## config.mk

```make
export PLATFORM = sky130hd
export DESIGN_NAME = fifo_wr_arb
export DESIGN_NICKNAME = d
export VERILOG_FILES = /design/src/rtl/fifo_arb_pkg.sv /design/src/rtl/rr_pick.sv /design/src/rtl/fifo_wr_arb.sv
export SDC_FILE = /design/constraint.sdc
export NUM_CORES = 1
export LEC_CHECK = 0
export ABC_AREA = 0
export BUFFER_PORTS_ARGS = -buffer_cell sky130_fd_sc_hd__buf_2
export CAP_MARGIN = 30
export CORE_UTILIZATION = 36
export CTS_CLUSTER_DIAMETER = 100
export DETAILED_ROUTE_END_ITERATION = 16
export GPL_ROUTABILITY_DRIVEN = 0
export PLACE_DENSITY = 0.65
export SKIP_LAST_GASP = 1
export SLEW_MARGIN = 20
export SYNTH_ARGS = -nofsm -noshare
export SYNTH_HDL_FRONTEND = slang
export SYNTH_HIERARCHICAL = 1
export SYNTH_SLANG_ARGS = --single-unit
```

## constraint.sdc

```tcl
create_clock -name clk -period 4.9 [get_ports clk]
set_input_delay 0.49 -clock clk [delete_from_list [all_inputs] [get_ports clk]]
set_output_delay 0.49 -clock clk [all_outputs]
set_load 0.02 [all_outputs]
```

## src/rtl/fifo_arb_pkg.sv

```systemverilog
// Shared defaults, the arbiter state encoding and a pointer-width helper
// for the FIFO write-port arbiter.
package fifo_arb_pkg;

    localparam int DEF_NUM_REQ    = 4;
    localparam int DEF_FIFO_WIDTH = 16;

    typedef enum logic [1:0] {
        RUN   = 2'd0,
        STALL = 2'd1,
        ERR   = 2'd2
    } arb_state_e;

    // Width of an index into NUM_REQ requesters; never narrower than one bit.
    function automatic int ptr_w(input int n);
        return (n > 1) ? $clog2(n) : 1;
    endfunction

endpackage

```

## src/rtl/rr_pick.sv

```systemverilog
// Round-robin picker: one-hot grant for the first request at or after ptr,
// wrapping from NUM_REQ-1 back to 0. Purely combinational.
module rr_pick
    import fifo_arb_pkg::*;
#(
    parameter int NUM_REQ = DEF_NUM_REQ,
    parameter int PTR_W   = ptr_w(DEF_NUM_REQ)
) (
    input  logic [NUM_REQ-1:0] req,
    input  logic [PTR_W-1:0]   ptr,
    output logic [NUM_REQ-1:0] gnt
);

    // Scan upward from ptr with wrap and keep only the first hit.
    always_comb begin
        int   idx;
        logic found;
        gnt   = '0;
        found = 1'b0;
        idx   = 0;
        for (int k = 0; k < NUM_REQ; k++) begin
            idx = int'(ptr) + k;
            if (idx >= NUM_REQ) begin
                idx = idx - NUM_REQ;
            end
            if (!found && req[PTR_W'(idx)]) begin
                gnt[PTR_W'(idx)] = 1'b1;
                found            = 1'b1;
            end
        end
    end

endmodule

```

## src/rtl/fifo_wr_arb.sv

```systemverilog
// Arbitrates NUM_REQ requesters onto a single FIFO write port. Grants are
// round-robin, writes are registered, and the FIFO's write acknowledge is
// routed back to the requester whose word it confirms. Overflow is latched
// as a sticky error that blocks grants until cleared.
module fifo_wr_arb
    import fifo_arb_pkg::*;
#(
    parameter int NUM_REQ    = DEF_NUM_REQ,
    parameter int FIFO_WIDTH = DEF_FIFO_WIDTH
) (
    input  logic                                clk,
    input  logic                                rst,
    input  logic [NUM_REQ-1:0]                  req,
    input  logic [NUM_REQ-1:0][FIFO_WIDTH-1:0]  req_data,
    output logic [NUM_REQ-1:0]                  gnt,
    output logic [NUM_REQ-1:0]                  ack,
    output logic                                fifo_wr_en,
    output logic [FIFO_WIDTH-1:0]               fifo_data_in,
    input  logic                                fifo_full,
    input  logic                                fifo_almostfull,
    input  logic                                fifo_wr_ack,
    input  logic                                fifo_overflow,
    input  logic                                err_clr,
    output logic                                err
);

    localparam int PTR_W = ptr_w(NUM_REQ);

    arb_state_e             state_q, state_d;
    logic [PTR_W-1:0]       rr_ptr_q, rr_ptr_d;
    logic [FIFO_WIDTH-1:0]  data_q, data_d;
    logic                   wr_en_q;
    logic                   err_q, err_d;
    logic [PTR_W-1:0]       gnt_idx;
    logic [PTR_W-1:0]       idx_p1_q;
    logic [PTR_W-1:0]       idx_p2_q;
    logic                   vld_p2_q;
    logic [NUM_REQ-1:0]     pick;
    logic                   stall_cond;
    logic                   issue;

    rr_pick #(
        .NUM_REQ (NUM_REQ),
        .PTR_W   (PTR_W)
    ) u_pick (
        .req (req),
        .ptr (rr_ptr_q),
        .gnt (pick)
    );

    // A write already registered while almost full would fill the last slot,
    // so that case stalls just like a full FIFO.
    assign stall_cond = fifo_full | (fifo_almostfull & wr_en_q);
    assign issue      = (state_q == RUN) & ~stall_cond & ~rst;
    assign gnt        = issue ? pick : '0;

    assign fifo_wr_en   = wr_en_q;
    assign fifo_data_in = data_q;
    assign err          = err_q;

    // Encode the granted index; advance the pointer past it and capture its data.
    always_comb begin
        gnt_idx  = '0;
        rr_ptr_d = rr_ptr_q;
        data_d   = data_q;
        for (int i = 0; i < NUM_REQ; i++) begin
            if (gnt[i]) begin
                gnt_idx = PTR_W'(i);
            end
        end
        if (|gnt) begin
            rr_ptr_d = (gnt_idx == PTR_W'(NUM_REQ - 1)) ? '0 : gnt_idx + PTR_W'(1);
            data_d   = req_data[gnt_idx];
        end
    end

    // Next state and sticky error; overflow overrides everything, including err_clr.
    always_comb begin
        state_d = state_q;
        err_d   = err_q;
        case (state_q)
            RUN:     if (stall_cond) state_d = STALL;
            STALL:   if (!fifo_full && !fifo_almostfull) state_d = RUN;
            ERR:     if (err_clr) state_d = RUN;
            default: state_d = RUN;
        endcase
        if (err_clr) begin
            err_d = 1'b0;
        end
        if (fifo_overflow) begin
            state_d = ERR;
            err_d   = 1'b1;
        end
    end

    // Acknowledge the requester whose write the FIFO confirms, unless that write overflowed.
    always_comb begin
        ack = '0;
        if (vld_p2_q && fifo_wr_ack && !fifo_overflow && !rst) begin
            ack[idx_p2_q] = 1'b1;
        end
    end

    // State, pointer, write register and the in-flight index pipeline.
    always_ff @(posedge clk) begin
        if (rst) begin
            state_q  <= RUN;
            rr_ptr_q <= '0;
            wr_en_q  <= 1'b0;
            data_q   <= '0;
            err_q    <= 1'b0;
            idx_p1_q <= '0;
            idx_p2_q <= '0;
            vld_p2_q <= 1'b0;
        end else begin
            state_q  <= state_d;
            rr_ptr_q <= rr_ptr_d;
            err_q    <= err_d;
            // grant -> write cycle
            wr_en_q  <= |gnt;
            data_q   <= data_d;
            idx_p1_q <= gnt_idx;
            // write cycle -> acknowledge cycle
            vld_p2_q <= wr_en_q;
            idx_p2_q <= idx_p1_q;
        end
    end

endmodule

```

==> results.sh, run 1 <==
export IMPL_powerDensity_nw_per_um2=310
export IMPL_outcome="finished, final reports clean"
export IMPL_die_w_um=73.9
export IMPL_r2r_slack_ns=0.97
export IMPL_p_comb_share_pct=49.1
export IMPL_top_usage_layer="met2"
export IMPL_synth_ff_type="dfxtp_1"
export IMPL_path_clk_slew_ns=0.09
export IMPL_use_met2_pct=35.8
export IMPL_synthCells=212
export IMPL_cp_startpoint="rr_ptr_q[0]"
export IMPL_layout_nets=385
export IMPL_grt_pass1_wl_mm=8.61
export IMPL_crit_required_ns=4.41
export IMPL_async_flop_share_pct=0
export IMPL_clock_latency_ns=0.27
export IMPL_synthToLayoutAreaGrowth_pct=31.5
export IMPL_diodes=0
export IMPL_finalSetupTns_ns=0
export IMPL_core_area_um2=4850
export IMPL_gr_total_overflow=0
export IMPL_firstDrtPassIters=4
export IMPL_yosysTopAreaCell="dfxtp_1"
export IMPL_use_met1_pct=25.9
export IMPL_p_clk_share_pct=16.6
export IMPL_die_area_um2=5470
export IMPL_hold_viol=0
export IMPL_total_power_mw=0.759
export IMPL_yosysMostFrequentCell="dfxtp_1"
export IMPL_critPathLaunchType="flop"
export IMPL_drv_cap=0
export IMPL_p_int_mw=0.451
export IMPL_holdBufCountCts=0
export IMPL_r2r_start="rr_ptr_q[0]"
export IMPL_synth_nets=295
export IMPL_period_share_pct=81.8
export IMPL_cts_resized=0
export IMPL_postCtsSetupBuffers=0
export IMPL_reg2reg_depth=10
export IMPL_drive_above_1_share_pct=39.5
export IMPL_maxSlewViolCount=0
export IMPL_grtUsageMet3_pct=2.03
export IMPL_fin_worst_skew_ns=0.00526
export IMPL_synth_top_area_share_pct=29.0
export IMPL_ys_warn_count=6
export IMPL_hold_class="reg -> reg"
export IMPL_switchingPower_mw=0.308
export IMPL_maxSlewHeadroom_pct=48.3
export IMPL_ys_types=41
export IMPL_hpwl_mm=4.17
export IMPL_clk_path_buf_depth=2
export IMPL_path_max_fanout=17
export IMPL_wirelength_mm=5.71
export IMPL_synth_avg_cell_area_um2=8.79
export IMPL_fin_crit_ns=4.01
export IMPL_vias=2073
export IMPL_synth_enable_flop_cells=0
export IMPL_drt_initial_drc_count=71
export IMPL_synth_area_top_cells="dfxtp_1 (29%), a311oi_1 (7.5%), a31oi_1 (6.0%), ha_1 (5.4%), o221ai_1 (4.7%)"
export IMPL_clock_fmax_mhz=249
export IMPL_fillCellCount=497
export IMPL_p_leak_nw=1.11
export IMPL_syn_area_um2=1860
export IMPL_ir_drop_mv=0.113
export IMPL_hp_start="idx_p1_q[1]"
export IMPL_avgRoutedWirePerCell_um=15.5
export IMPL_worst_ep_arrival_time_ns=3.52
export IMPL_synth_common_cells="dfxtp_1 (27), a31oi_1 (18), a311oi_1 (16)"
export IMPL_die_h_um=73.9
export IMPL_grt_setup_unrepaired="false"
export IMPL_io_pins=101
export IMPL_critPathCapture="gnt[1]"
export IMPL_cts_tree="built"
export IMPL_grt_usage_pct=20.3
export IMPL_viasPerCell=5.63
export IMPL_crit_type="reg -> out"
export IMPL_finalSetupViolations=0
export IMPL_drcViolationCount=0
export IMPL_io_buffers=100
export IMPL_worst_slew_pin_slew_ns=0.774
export IMPL_cts_buffers=3
export IMPL_worstReg2RegEnd="rr_ptr_q[0]"
export IMPL_antenna_left=0
export IMPL_ys_seq_area_share_pct=29.0
export IMPL_cts_htree_levels=1
export IMPL_swShare_pct=40.6
export IMPL_grt_pass1_vias=1862
export IMPL_antenna_found_initial=0
export IMPL_start_util_pct=38.4
export IMPL_crit_path_end_kind="output pin"
export IMPL_grt_max_degree=26
export IMPL_cts_root_buf="clkbuf_8"
export IMPL_p_seq_share_pct=34.2
export IMPL_ys_ff_latch=27
export IMPL_rows=25
export IMPL_cts_sinks=27
## cells in the final DEF, fill, tap and decap left out, types with 3 or more instances in the layout
master	netlist	final
buf_4	1	4
o21ai_0	9	9
nor2_1	12	12
o22ai_1	6	6
nor2b_1	4	4
nand2_1	8	8
a21o_1	8	8
and2_1	7	7
a31oi_1	18	18
buf_2	5	100
a22oi_1	10	10
mux4_2	3	3
inv_1	8	8
dfxtp_1	27	27
a311oi_1	16	16
o211ai_1	3	3
nor3b_1	7	7
a21oi_1	4	4
o221ai_1	10	10
clkbuf_8	0	3
ha_1	8	8
## flip-flops by register name, summed over array words and instances (netlist names)
name	count
fifo_data_in	16
fifo_wr_en	1
vld_p2_q	1
idx_p1_q	2
rr_ptr_q	2
idx_p2_q	2
state_q	2
err	1
## critical path, cell delays in order, from the launching register on
cell	delay [ns]
dfxtp_1	0.66
inv_1	0.19
ha_1	0.44
mux4_2	0.38
or3b_4	0.43
o221ai_2	0.18
a21o_1	0.41
inv_2	0.23
nor2_1	0.15
buf_2	0.18
## power by group through the flow
stage          combinational, mW  sequential (mW)  clock, mW
4_1_cts                    0.370            0.260      0.130
3_5_place_dp               0.366            0.265          0
2_1_floorplan              0.249            0.280          0
6_report                   0.373            0.260      0.126
5_1_grt                    0.409            0.264      0.138
3_3_place_gp               0.363            0.265          0
## cells by family after synthesis
kind of cell,synth area share [%]
AO/OA/AOI/OAI,35.9
adder cells (fa/ha/maj),5.37
buffers and inverters,6.98
flip-flops,29.0
multiplexers,6.11
AND/OR/NAND/NOR,16.7
## layout make-up
cell class / instances / area, um^2 / area share [%]
Sequential cell: 27 / 541 / 22.1
Tap cell: 67 / 83.8 / 3.42
Timing Repair Buffer: 105 / 542 / 22.1
Clock buffer: 4 / 45.0 / 1.84
Multi-Input combinational cell: 155 / 1200 / 49.0
Inverter: 10 / 37.5 / 1.53
## per-layer routing
metal	part of all wire (%)	vias up
met5	0	-
met4	1.6	0
met3	6.1	8
met2	48	89
met1	45	961
li1	-	1015
## how the worst min path moves through the flow
stage,endpoint,slack [ns],cells past startpoint
3_3_place_gp,idx_p2_q[1],0.43,1
4_1_cts,idx_p2_q[1],0.45,1
2_1_floorplan,idx_p2_q[0],0.41,1
6_report,idx_p2_q[1],0.45,1
3_5_place_dp,idx_p2_q[1],0.43,1
5_1_grt,state_q[0],0.45,2
## stage by stage
stage | setup WS, ns | utilization, % | instance area [um^2] | cells | hold slack, ns
global route | 0.675 | 50.5 | 2450 | 368 | 0.449
finish | 0.890 | 50.5 | 2450 | 368 | 0.448
detailed placement | 0.674 | 49.3 | 2390 | 362 | 0.426
global placement | 0.859 | 49.1 | 2380 | 361 | 0.427
CTS | 0.498 | 50.2 | 2430 | 366 | 0.447
floorplan | 1.48 | - | 1860 | 212 | 0.414
Power figures use the tool's default switching activity.
==> inputs of run 2 (changes only) <==
Settings changed: PLACE_DENSITY 0.65 to 0.67.
Clock period 4.9 ns to 3.3 ns, I/O delays scaled along.
==> results.sh, run 2 (same netlist as run 1, synthesis figures left out) <==
export IMPL_outcome="finished, final reports clean"
export IMPL_maxSlewHeadroom_pct=52.4
export IMPL_crit_path_end_kind="output pin"
export IMPL_layout_common_cells="buf_2 (101), dfxtp_1 (27), a31oi_1 (18), a311oi_1 (16), buf_4 (13)"
export IMPL_clk_path_buf_depth=2
export IMPL_fin_worst_skew_ns=0.00568
export IMPL_cts_buffers=3
export IMPL_diodes=0
export IMPL_p_seq_share_pct=31.7
export IMPL_die_h_um=73.9
export IMPL_worst_slack_ns=0.139
export IMPL_post_route_util_pct=52.8
export IMPL_clock_latency_ns=0.27
export IMPL_cts_tree="built"
export IMPL_die_w_um=73.9
export IMPL_place_ws_ns=0.0612
export IMPL_fin_crit_ns=3.16
export IMPL_r2r_start="rr_ptr_q[1]"
export IMPL_final_common_cell="buf_2"
export IMPL_antenna_left=0
export IMPL_wirelength_mm=5.79
export IMPL_hp_start="fifo_overflow"
export IMPL_clock_fmax_mhz=316
export IMPL_period_share_pct=95.8
export IMPL_holdPathStages=2
export IMPL_drv_cap=0
export IMPL_p_clk_share_pct=15.9
export IMPL_grt_pass1_wl_mm=8.63
export IMPL_grt_pass1_vias=1968
export IMPL_crit_required_ns=2.97
export IMPL_cts_root_buf="clkbuf_8"
export IMPL_hpwl_mm=4.31
export IMPL_cp_startpoint="rr_ptr_q[1]"
export IMPL_io_pins=101
export IMPL_holdBufCountCts=0
export IMPL_grt_max_degree=26
export IMPL_vias=2106
export IMPL_cts_htree_levels=1
export IMPL_dpl_instance_area_um2=2440
export IMPL_ir_drop_mv=0.165
export IMPL_r2r_slack_ns=0.19
export IMPL_cts_sinks=27
export IMPL_hold_viol=0
export IMPL_crit_type="reg -> out"
export IMPL_io_buffers=100
export IMPL_switchingPower_mw=0.475
export IMPL_hold_class="in -> reg"
export IMPL_finalSetupViolations=0
export IMPL_finalInstanceArea_um2=2560
export IMPL_maxSlewViolCount=0
export IMPL_antenna_found_initial=0
export IMPL_path_max_fanout=11
export IMPL_powerDensity_nw_per_um2=463
export IMPL_drive_above_1_share_pct=42.9
export IMPL_hold_worst_slack_ns=0.286
export IMPL_worstReg2RegEnd="fifo_data_in[3]"
export IMPL_layout_nets=396
export IMPL_start_util_pct=38.4
export IMPL_die_area_um2=5470
export IMPL_grt_usage_pct=20.2
export IMPL_viasPerCell=5.56
export IMPL_drcViolationCount=0
export IMPL_worst_ep_arrival_time_ns=2.83
export IMPL_reg2reg_depth=9
export IMPL_gr_total_overflow=0
export IMPL_swShare_pct=40.1
export IMPL_p_int_mw=0.710
export IMPL_rows=25
export IMPL_firstDrtPassIters=4
export IMPL_drt_initial_drc_count=103
export IMPL_worst_slew_pin_slew_ns=0.713
export IMPL_avgRoutedWirePerCell_um=15.3
export IMPL_path_clk_slew_ns=0.09
export IMPL_p_leak_nw=1.17
export IMPL_fillCellCount=465
export IMPL_synthToLayoutAreaGrowth_pct=37.5
export IMPL_p_comb_share_pct=52.3
export IMPL_largest_reg_flops=16
export IMPL_critPathLaunchType="flop"
export IMPL_worst_hold_path_endpoint="state_q[0]"
export IMPL_core_area_um2=4850
export IMPL_finalSetupTns_ns=0
## run 2: cell types whose count changed in the layout (fill, tap and decap cells not counted), sizes merged
cell,change
buf,+11
clkbuf,-1
clkinv,+1
## run 2: critical path, cell delays in order (launching register included)
cell and delay, ns:
dfxtp_1 0.35, buf_4 0.18, mux4_2 0.65, or3b_4 0.47, o211ai_1 0.26, buf_6 0.20
inv_1 0.15, nor2_1 0.13, buf_2 0.19
## run 2: worst max path at each step
stage                  endpoint  slack (ns)  depth (start not counted)
2_1_floorplan            gnt[3]        0.04                          9
3_3_place_gp   fifo_data_in[12]        0.23                          8
3_5_place_dp    fifo_data_in[7]        0.06                          8
4_1_cts         fifo_data_in[7]        0.05                          8
5_1_grt         fifo_data_in[3]       -0.02                          9
6_report                 gnt[3]        0.14                          8
## run 2: area by class of cell
cell class | instances | area (um^2) | area share, %
clock buffer | 3 | 41.3 | 1.61
multi-input combinational | 155 | 1230 | 47.9
clock inverter | 1 | 5.00 | 0.195
tap | 67 | 83.8 | 3.27
timing repair buffer | 116 | 626 | 24.4
sequential | 27 | 541 | 21.1
inverter | 10 | 37.5 | 1.47
## run 2: metal layers
metal  vias to the layer above  share of wire [%]  GRT usage, %  routed length (um)
li1                       1043                  -             -                   -
met4                         0               0.41          6.41                  24
met2                        91                 48          35.2                2790
met3                         2                6.5          3.12                 374
met5                         -                  0             0                   0
met1                       970                 45          25.6                2600
## run 2: what timing repair did
| item | in CTS | in global routing |
|---|---|---|
| setup endpoints to repair | 1 | 19 |
| pin swaps | 0 | 2 |
| buffers inserted | 0 | 5 |
| gates cloned | 0 | 1 |
| resized for setup | 1 | 6 |
## run 2: power groups by stage
stage / clock network [mW] / logic [mW] / registers [mW]
2_1_floorplan: 0 / 0.370 / 0.416
3_3_place_gp: 0 / 0.581 / 0.382
3_5_place_dp: 0 / 0.583 / 0.383
4_1_cts: 0.193 / 0.588 / 0.376
5_1_grt: 0.210 / 0.679 / 0.380
6_report: 0.189 / 0.620 / 0.376
## run 2: metrics by stage
stage	std cells	total power, mW
finish	379	1.19
CTS	373	1.16
global placement	369	0.963
floorplan	212	0.786
global route	379	1.27
detailed placement	369	0.967
==> inputs of run 3 (changes only) <==
Settings changed: CORE_ASPECT_RATIO set to 0.7.
==> results.sh, run 3 (same netlist as run 1, synthesis figures left out) <==
export IMPL_period_share_pct=93.4
export IMPL_maxSlewViolCount=0
export IMPL_cp_top_family="buffers and inverters"
export IMPL_dpl_instance_area_um2=2430
export IMPL_register_area_um2=542
export IMPL_cp_common_cell="inv_1"
export IMPL_grt_usage_pct=20.8
export IMPL_crit_type="reg -> out"
export IMPL_synthToLayoutAreaGrowth_pct=35.7
export IMPL_vias=2100
export IMPL_p_leak_nw=1.14
export IMPL_diodes=0
export IMPL_firstDrtPassIters=4
export IMPL_cts_sinks=27
export IMPL_final_common_cell="buf_2"
export IMPL_fin_worst_skew_ns=0.00626
export IMPL_outcome="finished, final reports clean"
export IMPL_r2r_start="rr_ptr_q[0]"
export IMPL_grt_setup_unrepaired="false"
export IMPL_path_cells="inv_1, ha_4, mux4_2, or3b_4, o211ai_1, buf_4, inv_1, nor2_1, buf_2"
export IMPL_grt_max_degree=26
export IMPL_avgRoutedWirePerCell_um=15.6
export IMPL_layout_nets=391
export IMPL_final_cells=376
export IMPL_hp_start="fifo_overflow"
export IMPL_io_pins=101
export IMPL_start_util_pct=38.1
export IMPL_numPlacedInstances=369
export IMPL_die_w_um=88.0
export IMPL_crit_required_ns=2.97
export IMPL_reg2reg_depth=9
export IMPL_finalSetupTns_ns=0
export IMPL_critPathBufInv=4
export IMPL_fillCellCount=510
export IMPL_hold_viol=0
export IMPL_critPathLaunchType="flop"
export IMPL_crit_path_end_kind="output pin"
export IMPL_clock_fmax_mhz=324
export IMPL_multi_input_area_um2=1230
export IMPL_powerDensity_nw_per_um2=464
export IMPL_path_clk_slew_ns=0.10
export IMPL_hold_worst_slack_ns=0.278
export IMPL_clock_latency_ns=0.28
export IMPL_worst_path_largest_cell_delay_ns=0.43
export IMPL_ir_drop_mv=0.241
export IMPL_finalInstanceArea_um2=2530
export IMPL_clk_path_buf_depth=2
export IMPL_die_area_um2=5470
export IMPL_antenna_found_initial=0
export IMPL_cts_root_buf="clkbuf_8"
export IMPL_grt_pass1_vias=1912
export IMPL_viasPerCell=5.59
export IMPL_grt_pass1_wl_mm=9.04
export IMPL_cts_buffers=3
export IMPL_core_area_um2=4890
export IMPL_wirelength_mm=5.86
export IMPL_maxSlewHeadroom_pct=50.4
export IMPL_worst_ep_arrival_time_ns=2.75
export IMPL_die_h_um=62.2
export IMPL_slowest_stage="or3b_4"
export IMPL_hold_class="in -> reg"
export IMPL_total_power_mw=1.17
export IMPL_fin_crit_ns=3.08
export IMPL_worst_slew_pin_slew_ns=0.742
export IMPL_largest_reg_flops=16
export IMPL_layout_common_cells="buf_2 (100), dfxtp_1 (26), a31oi_1 (18), a311oi_1 (16)"
export IMPL_cts_htree_levels=1
export IMPL_drcViolationCount=0
export IMPL_hpwl_mm=4.37
export IMPL_drt_initial_drc_count=84
export IMPL_holdBufCountCts=0
export IMPL_worst_hold_path_endpoint="state_q[0]"
export IMPL_path_max_fanout=7
export IMPL_rows=21
export IMPL_io_buffers=100
export IMPL_r2r_slack_ns=0.27
export IMPL_worstReg2RegEnd="fifo_data_in[4]"
export IMPL_drv_cap=0
export IMPL_holdPathStages=2
export IMPL_gr_total_overflow=0
export IMPL_finalSetupViolations=0
export IMPL_antenna_left=0
export IMPL_cts_tree="built"
export IMPL_drive_above_1_share_pct=42.7
run 3: routing by layer:
metal / GRT usage, % / wire length, um / vias to the layer above
li1: - / - / 1036
met1: 29.4 / 2790 / 975
met2: 33.3 / 2610 / 87
met3: 4.52 / 449 / 2
met4: 1.84 / 10 / 0
met5: 0 / 0 / -
run 3: worst reg2reg max path: cells and delay by family (launching register included):
| kind | cells | cell delay (ns) |
|---|---|---|
| simple gates | 2 | 0.89 |
| mux | 1 | 0.65 |
| compound gates | 4 | 0.58 |
| buf+inv | 2 | 0.42 |
| flops | 1 | 0.34 |
run 3: timing repair:
action	4_1_cts	5_1_grt
pin swaps	1	1
setup buffers	1	2
resized for setup	2	5
endpoints found under the setup margin	7	17
endpoints found under the hold margin	0	0
run 3: worst max path at each step:
stage	start	to	slack, ns	cells after the start
2_1_floorplan	rr_ptr_q[0]	gnt[3]	0.04	9
4_1_cts	rr_ptr_q[1]	gnt[3]	0.002	10
6_report	rr_ptr_q[1]	gnt[3]	0.22	9
3_5_place_dp	rr_ptr_q[1]	fifo_data_in[6]	0.001	10
5_1_grt	rr_ptr_q[1]	gnt[3]	0.06	9
3_3_place_gp	rr_ptr_q[1]	fifo_data_in[10]	0.11	8
run 3: layout make-up:
type / count / share of cell area, %
clock buffers: 3 / 1.63
flip-flops and latches: 27 / 21.4
repair buffers: 111 / 23.1
inverters: 10 / 1.48
multi-input cells: 155 / 48.7
well taps: 69 / 3.41
clock inverters: 1 / 0.297
run 3: per-stage QoR:
| stage | worst slack [ns] | util [%] |
|---|---|---|
| finish | 0.217 | 51.7 |
| global route | 0.0644 | 51.7 |
| CTS | 0.00210 | 50.9 |
| detailed placement | 0.00105 | 49.6 |
| global placement | 0.106 | 49.6 |
| floorplan | 0.0377 | - |
run 3: power breakdown:
| part | total (mW) | switching (mW) | internal, mW |
|---|---|---|---|
| logic | 0.600 | 0.347 | 0.252 |
| clock network | 0.196 | 0.110 | 0.0858 |
| registers | 0.377 | 0.0185 | 0.359 |
